`src/rtl/rca_pipe.sv`:
```
// rca_pipe: pipelined segmented ripple-carry adder/subtractor with valid/ready flow control
// Ports: clk, rst (async, active-high); a, b, cin, sub, in_valid -> in_ready;
//        sum, cout, ovf, out_valid -> out_ready.
module rca_pipe #(
  parameter int WIDTH = 16,
  parameter int SEG   = 4
) (
  input  logic             clk,
  input  logic             rst,
  input  logic [WIDTH-1:0] a,
  input  logic [WIDTH-1:0] b,
  input  logic             cin,
  input  logic             sub,
  input  logic             in_valid,
  output logic             in_ready,
  output logic [WIDTH-1:0] sum,
  output logic             cout,
  output logic             ovf,
  output logic             out_valid,
  input  logic             out_ready
);
  localparam int SW = WIDTH / SEG;
  if (WIDTH % SEG != 0 || WIDTH < 4 || WIDTH > 64) begin : g_bad_params
    $error("rca_pipe: WIDTH must be 4..64 and a multiple of SEG");
  end
  function automatic logic [SW:0] rca(input logic [SW-1:0] x, input logic [SW-1:0] y, input logic c);
    logic [SW-1:0] s;
    logic          cc;
    cc = c;
    for (int i = 0; i < SW; i++) begin
      s[i] = x[i] ^ y[i] ^ cc;
      cc   = (x[i] & y[i]) | (cc & (x[i] ^ y[i]));
    end
    return {cc, s};
  endfunction
  // Operand skew registers shift right one slice per stage so the slice to add
  // is always at the bottom; the sum register shifts right with each new slice
  // entering at the top, so it lands fully aligned after the last stage.
  logic [WIDTH-1:0] r_a [SEG];
  logic [WIDTH-1:0] r_b [SEG];
  logic [WIDTH-1:0] r_s [SEG];
  logic             r_c [SEG];
  logic             r_am[SEG];
  logic             r_bm[SEG];
  logic             r_v [SEG];
  logic [WIDTH-1:0] w_a [SEG];
  logic [WIDTH-1:0] w_b [SEG];
  logic [WIDTH-1:0] w_s [SEG];
  logic             w_c [SEG];
  logic             w_am[SEG];
  logic             w_bm[SEG];
  logic             w_v [SEG];
  logic [SW:0]      w_r [SEG];
  logic             w_adv;
  always_comb begin
    w_a[0]  = a;
    w_b[0]  = sub ? ~b : b;
    w_c[0]  = sub | cin;
    w_s[0]  = '0;
    w_am[0] = a[WIDTH-1];
    w_bm[0] = b[WIDTH-1] ^ sub;
    w_v[0]  = in_valid;
    for (int k = 1; k < SEG; k++) begin
      w_a[k]  = r_a[k-1];
      w_b[k]  = r_b[k-1];
      w_c[k]  = r_c[k-1];
      w_s[k]  = r_s[k-1];
      w_am[k] = r_am[k-1];
      w_bm[k] = r_bm[k-1];
      w_v[k]  = r_v[k-1];
    end
    for (int k = 0; k < SEG; k++) w_r[k] = rca(w_a[k][SW-1:0], w_b[k][SW-1:0], w_c[k]);
  end
  assign w_adv = !r_v[SEG-1] || out_ready;
  always_ff @(posedge clk or posedge rst) begin
    if (rst) begin
      for (int k = 0; k < SEG; k++) begin
        r_a[k]  <= '0;
        r_b[k]  <= '0;
        r_s[k]  <= '0;
        r_c[k]  <= 1'b0;
        r_am[k] <= 1'b0;
        r_bm[k] <= 1'b0;
        r_v[k]  <= 1'b0;
      end
    end else if (w_adv) begin
      for (int k = 0; k < SEG; k++) begin
        r_a[k]  <= w_a[k] >> SW;
        r_b[k]  <= w_b[k] >> SW;
        r_s[k]  <= (w_s[k] >> SW) | (WIDTH'(w_r[k][SW-1:0]) << (WIDTH - SW));
        r_c[k]  <= w_r[k][SW];
        r_am[k] <= w_am[k];
        r_bm[k] <= w_bm[k];
        r_v[k]  <= w_v[k];
      end
    end
  end
  assign in_ready  = w_adv;
  assign out_valid = r_v[SEG-1];
  assign sum       = r_s[SEG-1];
  assign cout      = r_c[SEG-1];
  assign ovf       = (r_am[SEG-1] == r_bm[SEG-1]) && (r_s[SEG-1][WIDTH-1] != r_am[SEG-1]);
endmodule

```
`config.mk`:
```
export PLATFORM = sky130hd
export DESIGN_NAME = rca_pipe
export DESIGN_NICKNAME = d
export VERILOG_FILES = /design/src/rtl/rca_pipe.sv
export SDC_FILE = /design/constraint.sdc
export NUM_CORES = 1
export LEC_CHECK = 0
export ABC_AREA = 1
export CORE_MARGIN = 5
export CORE_UTILIZATION = 35
export CTS_CLUSTER_DIAMETER = 30
export DETAILED_ROUTE_END_ITERATION = 7
export SLEW_MARGIN = 20
export SYNTH_ARGS = -nofsm -noshare
export SYNTH_HDL_FRONTEND = slang
export SYNTH_SLANG_ARGS = --single-unit
```
`constraint.sdc`:
```
create_clock -name clk -period 3.2 [get_ports clk]
set_clock_uncertainty 0.15 [all_clocks]
set_input_delay 0.64 -clock clk [delete_from_list [all_inputs] [get_ports clk]]
set_output_delay 0.64 -clock clk [all_outputs]
set_load 0.01 [all_outputs]
```
==> results.tsv <==
metric	value	unit
syn_nets	539	
synthFlopType	dfrtp_1	
dp_hpwl	5180	um
setup_violations	0	
tritoncts	yes	
h-tree-depth	3	
worstPathRequired	3.27	ns
met3_usage	2.72	%
fmax	338	MHz
grt-busiest-layer	met2	
drv_slew	0	
yosys.cell_types.count	18	
routed-via-count	2863	
grt_max_degree	100	
ys_warn_count	0	
start_util	35.4	%
worst_pin_slew	0.861	ns
die_area	14900	um2
gr-usage-all-layers	11.2	%
syn_to_final_growth	19.7	%
synth-seq-area-share	55.7	%
gp_congestion	0.743	
drive_gt1_share	4.58	%
cts_num_sinks	98	
final_nets	574	
final-hold-violation-count	0	
core-area	12500	um2
cap_viol_max_count	0	
clock-root-buffer	clkbuf_16	
met1_usage	16.2	%
final.min_clock_period	2.96	ns
ios	58	
synth-async-reset-ratio	100	%
synth-edff-count	0	
cts_hold_buf	0	
arrival	3.03	ns
final_antenna_net_count	0	
fp.dieH	122	um
power	4.59	mW
drt_wl_total	7580	um
cp-start-kind	primary input	
leakagePower	2.59	nW
drtIter0Drc	181	
buffer_ports.inserted	57	
post_drt_wl_per_cell	10.9	um
crit_path_end_kind	flop	
irDropWorstVdd	0.270	mV
clk_latency	0.33	ns
fin_ws	0.240	ns
power_density	870	nW/um2
viasPerCell	4.11	
antenna_found_initial	0	
syn_avg_cell_area	9.09	um2
met2_usage	16.4	%
grt-ovfl-total	0	
post_cts_buffers	0	
dr.pass1.iters	4	
hp-class	reg -> reg	
grt_pass1_vias	2862	
fp.dieW	122	um
rows	41	
ys_seq_elements	98	
timing.setup.critical_path_class	in -> reg	
n_antenna_cell	0	
cts_made_buffers	9	
min_period_over_period	92.5	%
rsz0062_at_grt	false	
cts_buffer_depth	2	
max_slew_margin	42.6	%
cp_max_fo	4	
syn_inst	485	
postCtsResizedCells	0	
clk_pin_slew	0.06	ns
syn_area	4410	um2
post-place-ws	-0.119	ns
status	finished, final reports clean	
remaining_drc_errors	0	
grt_pass1_wl	13400	um
## registers in the layout (all words and copies together) (netlist names)
name	cells
cout	1
out_valid	1
r_c	3
sum	16
r_s	24
r_b	21
r_v	3
r_a	21
r_am	4
r_bm	4
## critical path: stages
cell	delay, ns
clkdlybuf4s50_1	0.54
xor2_1	0.22
fa_1	0.20
inv_1	0.06
fa_1	0.40
fa_1	0.38
inv_1	0.07
fa_1	0.40
nand2_1	0.07
nand2_1	0.06
## cell usage after synthesis, types with 2 or more instances
cell type	n	area, um2
nand3_1	12	60.1
nand2_1	186	698
xor2_1	2	17.5
dfrtp_1	98	2450
fa_1	16	320
buf_2	15	75.1
buf_4	16	120
inv_1	62	233
nor2_1	3	11.3
xnor2_1	2	17.5
clkbuf_1	2	7.51
buf_6	5	56.3
o21ai_0	61	305
## cells by family after synthesis
kind of cell	Yosys count	synth area share [%]
xor+xnor	4	0.795
buf+inv	102	11.4
simple gates	204	18.0
fa+ha+maj	16	7.27
compound gates	61	6.93
flops	98	55.7
## path summary, 6_finish.rpt
check	slack [ns]	cells past startpoint	from	end
setup / recovery	0.24	10	sub	r_s[63]$_DFFE_PP0P_
hold / removal	0.30	2	r_v[1]$_DFFE_PP0P_	out_valid$_DFFE_PP0P_
setup reg to reg	0.85	8	r_b[16]$_DFFE_PP0P_	sum[15]$_DFFE_PP0P_
hold reg to reg	0.30	2	r_v[1]$_DFFE_PP0P_	out_valid$_DFFE_PP0P_
max in group asynchronous	1.57	3	rst	r_bm[0]$_DFFE_PP0P_
min in group asynchronous	0.65	2	rst	r_s[46]$_DFFE_PP0P_
## final cells by class
cell class / instances / area, um2
clock buffers: 13 / 260
clock inverters: 2 / 12.5
fillers: 1241 / 7190
inverters: 63 / 240
multi-input cells: 285 / 1450
flip-flops and latches: 98 / 2450
well taps: 172 / 215
repair buffers: 63 / 641
## per-layer routing
metal | up-vias | share of wire (%)
li1 | 1514 | -
met1 | 1300 | 51
met2 | 44 | 44
met3 | 5 | 4.0
met4 | 0 | 1.0
met5 | - | 0
## power by group
group	switching, mW	leakage [nW]	internal [mW]	total, mW
Sequential	0.271	1.19	1.79	2.06
Clock	0.421	0.132	0.564	0.985
Combinational	0.858	1.28	0.689	1.55
## through the flow
stage               instances  TNS [ns]  util [%]  instance area, um2  hold WS [ns]
floorplan                 485         0         -                4410         0.270
global placement          681   -0.0236      40.1                5000         0.280
detailed placement        681    -0.119      40.1                5000         0.290
CTS                       696         0      42.3                5280         0.307
global route              696         0      42.3                5280         0.337
finish                    696         0      42.3                5280         0.303
## cells in the final DEF, fill, tap and decap left out, drive strengths merged
cell           synthesis  final
fa                    16     16
xor2                   2      2
buf                   36      6
clkbuf                 3     13
clkinv                 0      1
or2                    1      1
nor2                   4      4
dfrtp                 98     98
nand3                 12     12
inv                   63     62
nand2                187    187
clkdlybuf4s50          0     57
o21ai                 61     61
clkinvlp               0      2
xnor2                  2      2
No activity file was read; power rests on OpenSTA's default activity.
